==> config.mk <==
export PLATFORM = sky130hd
export DESIGN_NAME = regfile_mp
export DESIGN_NICKNAME = d
export VERILOG_FILES = /design/src/rtl/regfile_pkg.sv /design/src/rtl/regfile_scoreboard.sv /design/src/rtl/regfile_mp.sv
export SDC_FILE = /design/constraint.sdc
export NUM_CORES = 2
export LEC_CHECK = 0
export CELL_PAD_IN_SITES_DETAIL_PLACEMENT = 0
export CELL_PAD_IN_SITES_GLOBAL_PLACEMENT = 2
export CORE_MARGIN = 2
export CORE_UTILIZATION = 30
export CTS_CLUSTER_DIAMETER = 30
export DETAILED_ROUTE_END_ITERATION = 7
export DONT_BUFFER_PORTS = 1
export PLACE_DENSITY_LB_ADDON = 0.1
export SLEW_MARGIN = 30
export SYNTH_ARGS = -nofsm -noshare
export SYNTH_HDL_FRONTEND = slang
export SYNTH_HIERARCHICAL = 1
export SYNTH_SLANG_ARGS = --single-unit
==> constraint.sdc <==
create_clock -name clk -period 5.8 [get_ports clk]
set_input_delay 1.16 -clock clk [delete_from_list [all_inputs] [get_ports clk]]
set_output_delay 1.16 -clock clk [all_outputs]
set_load 0.02 [all_outputs]
==> src/rtl/regfile_pkg.sv <==
// Shared constants and helpers for the multi-port register file.
package regfile_pkg;

    localparam int unsigned DEF_DATA_W  = 32;
    localparam int unsigned DEF_ADDR_W  = 5;
    localparam int unsigned ZERO_ADDR   = 0;

    // Widest packed port bus / single slice the slice helper handles
    localparam int unsigned MAX_BUS_W   = 256;
    localparam int unsigned MAX_SLICE_W = 64;

    // Extract port k of width w from a packed bus; bits above w are cleared
    function automatic logic [MAX_SLICE_W-1:0] port_slice(
        input logic [MAX_BUS_W-1:0] bus,
        input int unsigned          k,
        input int unsigned          w
    );
        logic [MAX_BUS_W-1:0]   shifted;
        logic [MAX_SLICE_W-1:0] res;
        shifted = bus >> (k * w);
        for (int unsigned i = 0; i < MAX_SLICE_W; i++) begin
            res[i] = (i < w) ? shifted[i] : 1'b0;
        end
        return res;
    endfunction

endpackage

==> src/rtl/regfile_scoreboard.sv <==
// Per-register pending bits for long-latency writebacks, with busy lookup per read port.
module regfile_scoreboard
    import regfile_pkg::*;
#(
    parameter int unsigned ADDR_W   = DEF_ADDR_W,
    parameter int unsigned NUM_RD   = 2,
    parameter int unsigned BYPASS   = 1,
    parameter int unsigned ZERO_REG = 1
) (
    input  logic                     clk,
    input  logic                     rst,
    input  logic                     pend_set,
    input  logic [ADDR_W-1:0]        pend_addr,
    input  logic                     wb_en,
    input  logic [ADDR_W-1:0]        wb_addr,
    input  logic [NUM_RD*ADDR_W-1:0] rd_addr,
    output logic [NUM_RD-1:0]        rd_busy
);

    localparam int unsigned DEPTH = 1 << ADDR_W;

    logic [DEPTH-1:0] pend;
    logic             set_ok;

    assign set_ok = pend_set && !((ZERO_REG != 0) && (pend_addr == ADDR_W'(ZERO_ADDR)));

    // Pending vector: completion clears, issue sets; the set is applied last so a new issue wins
    always_ff @(posedge clk) begin
        if (rst) begin
            pend <= '0;
        end else begin
            if (wb_en) begin
                pend[wb_addr] <= 1'b0;
            end
            if (set_ok) begin
                pend[pend_addr] <= 1'b1;
            end
        end
    end

    // Busy lookup: registered pending state, masked when the completing data is forwarded
    always_comb begin
        logic [ADDR_W-1:0] a;
        rd_busy = '0;
        a       = '0;
        for (int unsigned k = 0; k < NUM_RD; k++) begin
            a = ADDR_W'(port_slice(MAX_BUS_W'(rd_addr), k, ADDR_W));
            rd_busy[k] = pend[a];
            if ((ZERO_REG != 0) && (a == ADDR_W'(ZERO_ADDR))) begin
                rd_busy[k] = 1'b0;
            end
            if ((BYPASS != 0) && wb_en && (wb_addr == a)) begin
                rd_busy[k] = 1'b0;
            end
        end
    end

endmodule

==> src/rtl/regfile_mp.sv <==
// Multi-port register file: two write ports, combinational reads with optional bypass,
// optional hard-wired zero register and a pending-write scoreboard.
module regfile_mp
    import regfile_pkg::*;
#(
    parameter int unsigned DATA_W   = DEF_DATA_W,
    parameter int unsigned ADDR_W   = DEF_ADDR_W,
    parameter int unsigned NUM_RD   = 2,
    parameter int unsigned BYPASS   = 1,
    parameter int unsigned ZERO_REG = 1
) (
    input  logic                     clk,
    input  logic                     rst,
    input  logic [NUM_RD*ADDR_W-1:0] rd_addr,
    output logic [NUM_RD*DATA_W-1:0] rd_data,
    output logic [NUM_RD-1:0]        rd_busy,
    input  logic                     wa_en,
    input  logic [ADDR_W-1:0]        wa_addr,
    input  logic [DATA_W-1:0]        wa_data,
    input  logic                     wb_en,
    input  logic [ADDR_W-1:0]        wb_addr,
    input  logic [DATA_W-1:0]        wb_data,
    input  logic                     pend_set,
    input  logic [ADDR_W-1:0]        pend_addr
);

    localparam int unsigned DEPTH = 1 << ADDR_W;

    logic [DATA_W-1:0] regs [DEPTH];
    logic              wa_ok;
    logic              wb_ok;

    assign wa_ok = wa_en && !((ZERO_REG != 0) && (wa_addr == ADDR_W'(ZERO_ADDR)));
    assign wb_ok = wb_en && !((ZERO_REG != 0) && (wb_addr == ADDR_W'(ZERO_ADDR)));

    // Array update: port B first so port A overrides it on an address collision
    always_ff @(posedge clk) begin
        if (rst) begin
            for (int unsigned i = 0; i < DEPTH; i++) begin
                regs[i] <= '0;
            end
        end else begin
            if (wb_ok) begin
                regs[wb_addr] <= wb_data;
            end
            if (wa_ok) begin
                regs[wa_addr] <= wa_data;
            end
        end
    end

    for (genvar k = 0; k < NUM_RD; k++) begin : g_rd
        localparam int unsigned K = k;
        logic [ADDR_W-1:0] a;
        logic [DATA_W-1:0] d;

        assign a = ADDR_W'(port_slice(MAX_BUS_W'(rd_addr), K, ADDR_W));

        // Read mux: port A bypass, then port B bypass, then array; zero register forced to 0
        always_comb begin
            d = regs[a];
            if (BYPASS != 0) begin
                if (wa_ok && (wa_addr == a)) begin
                    d = wa_data;
                end else if (wb_ok && (wb_addr == a)) begin
                    d = wb_data;
                end
            end
            if ((ZERO_REG != 0) && (a == ADDR_W'(ZERO_ADDR))) begin
                d = '0;
            end
        end

        assign rd_data[K*DATA_W +: DATA_W] = d;
    end

    regfile_scoreboard #(
        .ADDR_W   (ADDR_W),
        .NUM_RD   (NUM_RD),
        .BYPASS   (BYPASS),
        .ZERO_REG (ZERO_REG)
    ) u_scoreboard (
        .clk       (clk),
        .rst       (rst),
        .pend_set  (pend_set),
        .pend_addr (pend_addr),
        .wb_en     (wb_en),
        .wb_addr   (wb_addr),
        .rd_addr   (rd_addr),
        .rd_busy   (rd_busy)
    );

endmodule
==> results.txt <==
----------------------------------------------------
[Clock network]
  Num Clock Sinks ... 1056
  Post-CTS setup buffer count ... 0
  Number of gates given a new drive strength after cts ... 0
  Cts-stage hold buffer count ... 0
  H-tree Lvls ... 5
  Clock tree from TritonCTS ... done
  Buffer cell driving the clock tree root ... sky130_fd_sc_hd__clkbuf_16
  Post-CTS clock slew at the launch and capture registers of the worst setup and hold paths ... 0.04 ns
  CTS Buffer Depth ... 4
  Latest clock arrival within the worst-skew pair ... 0.92 ns
  Number of clock buffers inserted by TritonCTS ... 355

[Placement]
  Worst slack after detailed placement ... 0.819 ns
  PortBufs ... 0
  Detailed placer's ending HPWL ... 182 mm
  Area post-placement ... 0.0657 mm²
  Placed cells ... 7415
  Final Wtd Congestion ... 0.848

[Logic synthesis]
  Post-synth top area share ... 48.6%
  Average footprint of a synthesized cell ... 12.3 µm²
  Post-synth EDFFs ... 1024
  Post-synth ARST share ... 0%
  Cell type with the largest total area after synthesis ... sky130_fd_sc_hd__edfxtp_1
  Top_reg_cell synth ... sky130_fd_sc_hd__edfxtp_1
  Leading post-synthesis cells by cell area ... sky130_fd_sc_hd__edfxtp_1 49%, sky130_fd_sc_hd__mux4_2 11%, sky130_fd_sc_hd__a22o_1 11%, sky130_fd_sc_hd__mux2i_1 6.4%, sky130_fd_sc_hd__nand2_1 4.1%
  Number of warning messages in the yosys log ... 6
  Syn Inst Count ... 5150
  Leading post-synthesis cells by instance count ... 1024 x sky130_fd_sc_hd__edfxtp_1, 798 x sky130_fd_sc_hd__a22o_1, 683 x sky130_fd_sc_hd__nand2_1
  Number of storage elements in the synthesis netlist ... 1056
  Leading cell type by number of instances after synthesis ... sky130_fd_sc_hd__edfxtp_1
  Portion of the post-synthesis area used by sequential elements ... 49.6%
  Netlist cell types ... 57
  Synthesized cell area ... 0.0633 mm²

[Setup path]
  Ordered cell list for the critical path ... nor2b_4 > buf_4 > a221oi_1 > o21ai_0 > a22o_1 > o221ai_1 > buf_4
  WP data arrival ... 5.23 ns
  WP buf/inv ... 2
  Standard cell with the maximum stage delay on the critical path ... sky130_fd_sc_hd__nor2b_4
  Required time of the critical path ... 4.64 ns
  Maximum fanout encountered on the critical timing path ... 266
  Cell family with the largest share of critical-path delay ... simple AND/OR/NAND/NOR gates
  Critical Path Most Common Cell ... sky130_fd_sc_hd__buf_4
  Biggest cell delay along the critical path ... 1.16 ns
  CP Launch Type ... primary input
  CP Class ... in2out
  Crit end category ... output pin

[STA]
  Setup tns final ... -6.84 ns
  Smallest hold slack ... 0.310 ns
  Max-slew headroom at the worst pin ... -80.0%
  Clock tree skew after final layout ... 0 ns
  Final count of negative-setup-slack endpoints ... 31
  Final hold violation count ... 0
  Timing-limited maximum frequency ... 156 MHz
  RSZ-0062 raised after global routing ... no
  Min cycle time layout ... 6.39 ns
  Worst slew pin tran ... 2.70 ns
  Share of the clock period used by the worst path ... 110%
  Number of pins with negative max-slew slack in the final report ... 164
  Setup slack of the critical path after layout ... -0.590 ns

[Cells and area]
  Number of nets in the finished design ... 5066
  Fraction of layout instances using a drive strength above 1 ... 23.1%
  Filler instances ... 19911
  Non-Filler Instances ... 8042
  Post-route cell area ... 0.0768 mm²
  Area overhead of the layout relative to synthesis ... 21.4%
  Util after Layout ... 36.6%

[Global route]
  Wire length of the first global-routing pass ... 429 mm
  Number of antenna violations at the first check in global routing ... 23
  Global route total overflow ... 0
  Largest net degree at the start of global routing ... 269
  All-layer global routing usage ... 28.8%
  Vias in the first global route ... 49294

[Route]
  Mean number of vias per cell ... 6.12
  Routed vias ... 49191
  DRT antenna net count ... 0
  Wirelength per Cell ... 39.7 µm
  Drt total wl ... 319 mm
  Total iterations of the first detailed-routing run ... 6
  Number of design rule violations left after detail routing ... 0
  Number of DRC markers after the initial detailed-route iteration ... 5380

[Min path]
  Type of the worst min-delay path ... in2reg

[Power and ir drop]
  P_leak ... 26.2 nW
  Maximum VDD drop ... 0.200 mV
  Power density normalized to cell area ... 380 mW/mm²
  Power, Total ... 29.2 mW

[Die]
  Floorplan Core Area ... 0.210 mm²
  Chip Width ... 463 µm
  Die height ... 463 µm
  Die area ... 0.215 mm²
  Row Count ... 168
  Starting utilization of the core area ... 30.2%
  Ports placed on the boundary ... 160

[Run status]
  Violated checks ... max-slew violations, negative setup slack
  Status ... finished with violations

[Run]
  # Max-Cap Violations ... 0

----------------------------------------------------
## cell type report
class                           count  area, µm²  area share [%]
Inverter                           35        131           0.171
Clock inverter                    188       1720            2.24
Sequential cell                  1056      31400            40.9
Multi-Input combinational cell   3359      29300            38.2
Tap cell                         2805       3510            4.57
Antenna cell                        3       7.51         0.00978
Clock buffer                      431       9280            12.1
Timing Repair Buffer              165       1410            1.83
## layer usage
layer  vias to the layer above  part of all wire [%]  track usage [%]
li1                      20285                     -                -
met1                     25857                    42             38.4
met2                      2500                    46             45.7
met3                       547                   8.7             7.27
met4                         2                   3.1             9.30
met5                         -                0.0041                0
## sequential cells by signal, summed over array words and instances (netlist names)
register / cells
u_scoreboard/pend: 32
regs: 1024
## report_power, final
part	switching (mW)	internal, mW	total, mW
Clock	5.26	12.5	17.8
Combinational	1.43	0.927	2.36
Sequential	0.219	8.86	9.08
## path summary, 6_finish.rpt
kind	startpoint	endpoint	cells after the start	slack, ns
max	rd_addr[5]	rd_data[63]	7	-0.59
max reg2reg	u_scoreboard/pend[30]	u_scoreboard/pend[30]	2	5.11
min reg2reg	u_scoreboard/pend[26]	u_scoreboard/pend[26]	2	0.48
min	rst	u_scoreboard/pend[30]	1	0.31
## logic make-up after synthesis
group / after synthesis / share of synthesized area (%)
simple gates: 913 / 6.17
buf+inv: 766 / 5.12
xor+xnor: 29 / 0.401
mux: 792 / 19.0
flops: 1056 / 49.6
compound gates: 1593 / 19.6
other cells: 1 / 0.00593
## worst reg2reg max path, cell delays in order, from the launching register on
cell and delay, ns:
sky130_fd_sc_hd__dfxtp_1 0.37, sky130_fd_sc_hd__o21ai_0 0.11, sky130_fd_sc_hd__a21oi_1 0.15
## placed cells by master, fill, tap and decap left out, types with 14 or more instances in the layout
cell type,instances
sky130_fd_sc_hd__edfxtp_1,1024
sky130_fd_sc_hd__a22o_1,798
sky130_fd_sc_hd__nand2_1,683
sky130_fd_sc_hd__mux2i_1,406
sky130_fd_sc_hd__clkbuf_16,361
sky130_fd_sc_hd__o21ai_0,350
sky130_fd_sc_hd__mux4_2,323
sky130_fd_sc_hd__buf_4,153
sky130_fd_sc_hd__a21oi_1,103
sky130_fd_sc_hd__clkinv_2,79
sky130_fd_sc_hd__clkbuf_1,71
sky130_fd_sc_hd__o221ai_1,66
sky130_fd_sc_hd__clkinv_1,65
sky130_fd_sc_hd__mux2_2,63
sky130_fd_sc_hd__a221oi_1,62
sky130_fd_sc_hd__o22ai_1,62
sky130_fd_sc_hd__a311oi_1,62
sky130_fd_sc_hd__o221ai_2,60
sky130_fd_sc_hd__nor2_4,41
sky130_fd_sc_hd__nor2_1,37
sky130_fd_sc_hd__inv_1,35
sky130_fd_sc_hd__bufinv_16,32
sky130_fd_sc_hd__conb_1,32
sky130_fd_sc_hd__dfxtp_1,32
sky130_fd_sc_hd__or3_2,22
sky130_fd_sc_hd__nand3_1,21
sky130_fd_sc_hd__nand3b_1,18
sky130_fd_sc_hd__nor3_2,16
sky130_fd_sc_hd__xor2_1,15
sky130_fd_sc_hd__xnor2_1,14
No activity file was read; power rests on OpenSTA's default activity.
